==> src/rtl/mips32_mem_arbiter.sv <==
// Shares one single-ported word memory between Mips32 fetch and load/store.
// Data wins conflicts unless fetch has lost STARVE_LIMIT in a row.
module mips32_mem_arbiter #(
    parameter int ADDR_WIDTH   = 7,
    parameter int DATA_WIDTH   = 32,
    parameter int STARVE_LIMIT = 4,
    parameter int CNT_WIDTH    = 32
) (
    input  logic                  clock,
    input  logic                  reset_n,
    input  logic                  if_req,
    input  logic [ADDR_WIDTH-1:0] if_addr,
    output logic                  if_gnt,
    output logic                  if_valid,
    output logic [DATA_WIDTH-1:0] if_rdata,
    input  logic                  d_req,
    input  logic                  d_wen,
    input  logic [ADDR_WIDTH-1:0] d_addr,
    input  logic [DATA_WIDTH-1:0] d_wdata,
    output logic                  d_gnt,
    output logic                  d_valid,
    output logic [DATA_WIDTH-1:0] d_rdata,
    output logic                  mem_en,
    output logic                  mem_wen,
    output logic [ADDR_WIDTH-1:0] mem_addr,
    output logic [DATA_WIDTH-1:0] mem_wdata,
    input  logic [DATA_WIDTH-1:0] mem_rdata,
    output logic [31:0]           stall_count
);

    localparam int SW = (STARVE_LIMIT < 1) ? 1 : $clog2(STARVE_LIMIT + 1);
    localparam logic [SW-1:0] LIMIT = SW'(STARVE_LIMIT);
    localparam logic [CNT_WIDTH-1:0] CNT_MAX = '1;

    typedef enum logic [1:0] {
        OWN_NONE,
        OWN_IF,
        OWN_D
    } owner_e;

    owner_e                owner_q, owner_d;
    logic                  d_wr_q, d_wr_d;
    logic [SW-1:0]         starve_q, starve_d;
    logic [CNT_WIDTH-1:0]  stall_q, stall_d;
    logic [DATA_WIDTH-1:0] if_hold_q, d_hold_q;
    logic                  conflict;
    logic                  fetch_wins;

    always_comb begin
        conflict   = if_req & d_req;
        fetch_wins = (STARVE_LIMIT != 0) && (starve_q == LIMIT);
        if_gnt     = reset_n & if_req & (~d_req | fetch_wins);
        d_gnt      = reset_n & d_req & ~if_gnt;
        mem_en     = if_gnt | d_gnt;
        mem_wen    = d_gnt & d_wen;
        mem_addr   = d_gnt ? d_addr : if_addr;
        mem_wdata  = d_gnt ? d_wdata : '0;
    end

    always_comb begin
        owner_d  = OWN_NONE;
        d_wr_d   = d_gnt & d_wen;
        starve_d = starve_q;
        stall_d  = stall_q;
        unique case (1'b1)
            if_gnt:  owner_d = OWN_IF;
            d_gnt:   owner_d = OWN_D;
            default: owner_d = OWN_NONE;
        endcase
        if (if_gnt)
            starve_d = '0;
        else if (conflict && starve_q != LIMIT)
            starve_d = starve_q + SW'(1);
        if (conflict && stall_q != CNT_MAX)
            stall_d = stall_q + CNT_WIDTH'(1);
    end

    assign if_valid    = (owner_q == OWN_IF);
    assign d_valid     = (owner_q == OWN_D);
    assign if_rdata    = if_valid ? mem_rdata : if_hold_q;
    assign d_rdata     = (d_valid && !d_wr_q) ? mem_rdata : d_hold_q;
    assign stall_count = 32'(stall_q);

    always_ff @(posedge clock or negedge reset_n) begin
        if (!reset_n) begin
            owner_q   <= OWN_NONE;
            d_wr_q    <= 1'b0;
            starve_q  <= '0;
            stall_q   <= '0;
            if_hold_q <= '0;
            d_hold_q  <= '0;
        end else begin
            owner_q  <= owner_d;
            d_wr_q   <= d_wr_d;
            starve_q <= starve_d;
            stall_q  <= stall_d;
            // Holds capture at the end of the response cycle only.
            if (if_valid)
                if_hold_q <= mem_rdata;
            if (d_valid && !d_wr_q)
                d_hold_q <= mem_rdata;
        end
    end

endmodule

==> config.mk <==
export PLATFORM = sky130hd
export DESIGN_NAME = mips32_mem_arbiter
export DESIGN_NICKNAME = d
export VERILOG_FILES = /design/src/rtl/mips32_mem_arbiter.sv
export SDC_FILE = /design/constraint.sdc
export NUM_CORES = 1
export LEC_CHECK = 0
export CORE_ASPECT_RATIO = 1.4
export CORE_MARGIN = 2
export CORE_UTILIZATION = 35
export CTS_CLUSTER_SIZE = 20
export DETAILED_ROUTE_END_ITERATION = 10
export HOLD_SLACK_MARGIN = 0.03
export PLACE_DENSITY = 0.71
export SKIP_CTS_REPAIR_TIMING = 1
export SLEW_MARGIN = 25
export SYNTH_ARGS = -nofsm -noshare
export SYNTH_HDL_FRONTEND = slang
export SYNTH_SLANG_ARGS = --single-unit
==> constraint.sdc <==
create_clock -name clock -period 2.5 [get_ports clock]
set_input_delay 0.25 -clock clock [delete_from_list [all_inputs] [get_ports clock]]
set_output_delay 0.25 -clock clock [all_outputs]
set_load 0.02 [all_outputs]
==> reports/metrics.yaml <==
drv_cap: 0
drive_above_1_share_pct: 19.8
pwr_density_cell_nw_per_um2: 786
synthesis.nets: 442
path_class: "reg2out"
critPathArrivalTime_ps: 2140
grt_pass1_vias: 4047
max_freq_ghz: 0.418
min_path_type: "reg2reg"
path_max_fanout: 41
first_iter_violations: 114
hold-worst-slack_ps: 490
clockBufferDepth: 2
worstSetupStartpointType: "register"
grt.total_usage_pct: 18.7
hpwl_mm: 10.0
numClockSinks: 102
yosys_warnings: 0
period_share_pct: 95.6
drtAntennaViolNets: 0
avgSynthCellArea_um2: 12.8
finalSetupTns_ps: 0
synth_seq_area_share_pct: 56.0
cp.required_ps: 2250
drt_wl_total_mm: 12.9
setup_viol: 0
grt_start_max_net_pins: 49
diodes: 0
tightest_slew_ps: 602
fin_ws_ps: 110
use_met1_pct: 19.3
io_buffers: 223
netlist_instances: 356
placed_cell_area_um2: 7050
via_per_inst: 4.90
ys_types: 36
via_count: 3668
cts_buffers: 9
cts.clk_slew.worst_paths_ps: 70
synth_area_um2: 4550
firstDrtPassIters: 4
insertion_delay_ps: 340
synth_edf_count: 0
core_area_um2: 12800
grt_antenna_before_repair: 0
p_leak_uw: 0.00401
grt_pass1_wl_mm: 20.3
root_buffer: "clkbuf_16"
ys_ff_latch: 102
tritoncts: "yes"
finalHoldViolations: 0
gp_congestion: 0.801
die_area_um2: 14000
boundaryPins: 224
fin_skew_ps: 9.34
relSlewSlack_pct: 59.8
h-tree-depth: 3
gr-usage-met3_pct: 5.70
post-place-ws_ps: 87.3
status: "completed"
async_flop_share_pct: 100
grt_setup_unrepaired: "false"
overflow: 0
avgRoutedWirePerCell_um: 17.2
synthToLayoutAreaGrowth_pct: 66.3
finalMaxSlewViolations: 0
synth-main-ff-cell: "dfrtp_1"
drc: 0
die_w_um: 100
grtUsageMet2_pct: 35.1
fin_nets: 677
vdd_drop_max_uv: 348
grt_busiest_layer: "met2"
crit_path_end_kind: "primary output"
rows: 49
start_util_pct: 35.7
fp.dieH_um: 139
finalInstanceArea_um2: 7570
period_needed_ps: 2390
-- critical path, cell delays in order, from the launching register on --
cell            delay (ps)
dfrtp_1                390
inv_1                   70
ha_1                   190
nand2_1                 90
nand2_1                 90
a21oi_2                200
buf_12                 200
mux2_2                 350
dlymetal6s2s_1         210
-- where the power goes --
group          total, µW  internal, µW  switching [µW]
Sequential          2240          2060             184
Combinational       2380          1230            1150
Clock               1330           687             641
-- metal layers --
metal	part of all wire, %	wire [µm]
met3	7.5	967
met1	35	4560
met2	55	7080
met4	2.4	310
met5	0	0
-- worst paths after layout --
kind / slack (ps) / startpoint / cells after the start / endpoint
setup / recovery: 110 / starve_q[0]$_DFFE_PN0P_ / 8 / mem_addr[5]
hold reg to reg: 490 / if_hold_q[30]$_DFF_PN0_ / 1 / if_hold_q[30]$_DFF_PN0_
setup reg to reg: 380 / stall_count[1]$_DFFE_PN0P_ / 6 / stall_count[14]$_DFFE_PN0P_
min in group asynchronous: 550 / reset_n / 4 / starve_q[0]$_DFFE_PN0P_
hold / removal: 490 / if_hold_q[30]$_DFF_PN0_ / 1 / if_hold_q[30]$_DFF_PN0_
max in group asynchronous: 1190 / reset_n / 5 / stall_count[17]$_DFFE_PN0P_
-- per-stage QoR --
step	util, %	instances	power, µW
after floorplan	-	356	3460
after global placement	55.3	729	4650
after detailed placement	55.3	729	4730
after CTS	57.5	745	6070
after global routing	59.4	749	6260
final	59.4	749	5950
-- registers in the layout (all words and copies together) (netlist names) --
register,count
d_hold_q,32
d_wr_q,1
if_hold_q,32
owner_q,2
stall_count,32
starve_q,3
-- cell usage after synthesis, types with 2 or more instances --
library cell	n	share of area, %
dfrtp_1	102	56
mux2_2	72	18
and2_1	34	4.7
nand2_1	19	1.6
nand4_1	17	2.3
xnor2_1	16	3.1
nor2_1	13	1.1
xor2_1	13	2.5
nand3_1	12	1.3
clkbuf_1	11	0.91
and3_1	9	1.2
buf_2	4	0.44
inv_1	4	0.33
ha_1	3	0.82
and4_1	2	0.38
nand2b_1	2	0.27
nor2b_1	2	0.27
nor3_1	2	0.22
o21a_1	2	0.33
-- cell type report --
class / count / area (µm²)
Clock inverter: 7 / 57.6
Multi-Input combinational cell: 235 / 1940
Fill cell: 1064 / 5180
Inverter: 4 / 15.0
Clock buffer: 9 / 225
Timing Repair Buffer: 239 / 2590
Tap cell: 153 / 191
Sequential cell: 102 / 2550
-- placed cells by master, fill, tap and decap left out, types with 2 or more instances in the layout --
cell type | netlist | routed
dlymetal6s2s_1 | 0 | 70
nor3_1 | 2 | 2
dlygate4sd3_1 | 0 | 2
ha_1 | 3 | 3
clkdlybuf4s50_1 | 0 | 150
inv_1 | 4 | 4
and4_1 | 2 | 2
buf_4 | 0 | 10
nand3_1 | 12 | 12
nor2_1 | 13 | 13
buf_12 | 0 | 5
clkinvlp_4 | 0 | 3
nand4_1 | 17 | 17
xnor2_1 | 16 | 16
inv_6 | 0 | 3
nand2_1 | 19 | 19
mux2_2 | 72 | 72
and2_1 | 34 | 34
dfrtp_1 | 102 | 102
xor2_1 | 13 | 13
clkbuf_16 | 0 | 9
and3_1 | 9 | 9
o21a_1 | 2 | 2
-- logic make-up after synthesis --
logic type	count (synthesis)	share of synthesized area, %
AO/OA/AOI/OAI	8	1.59
multiplexers	74	18.4
buffers and inverters	19	1.68
adder cells (fa/ha/maj)	3	0.824
AND/OR/NAND/NOR	121	15.9
XOR/XNOR	29	5.58
flip-flops	102	56.0
(Power assumes the default switching activity.)
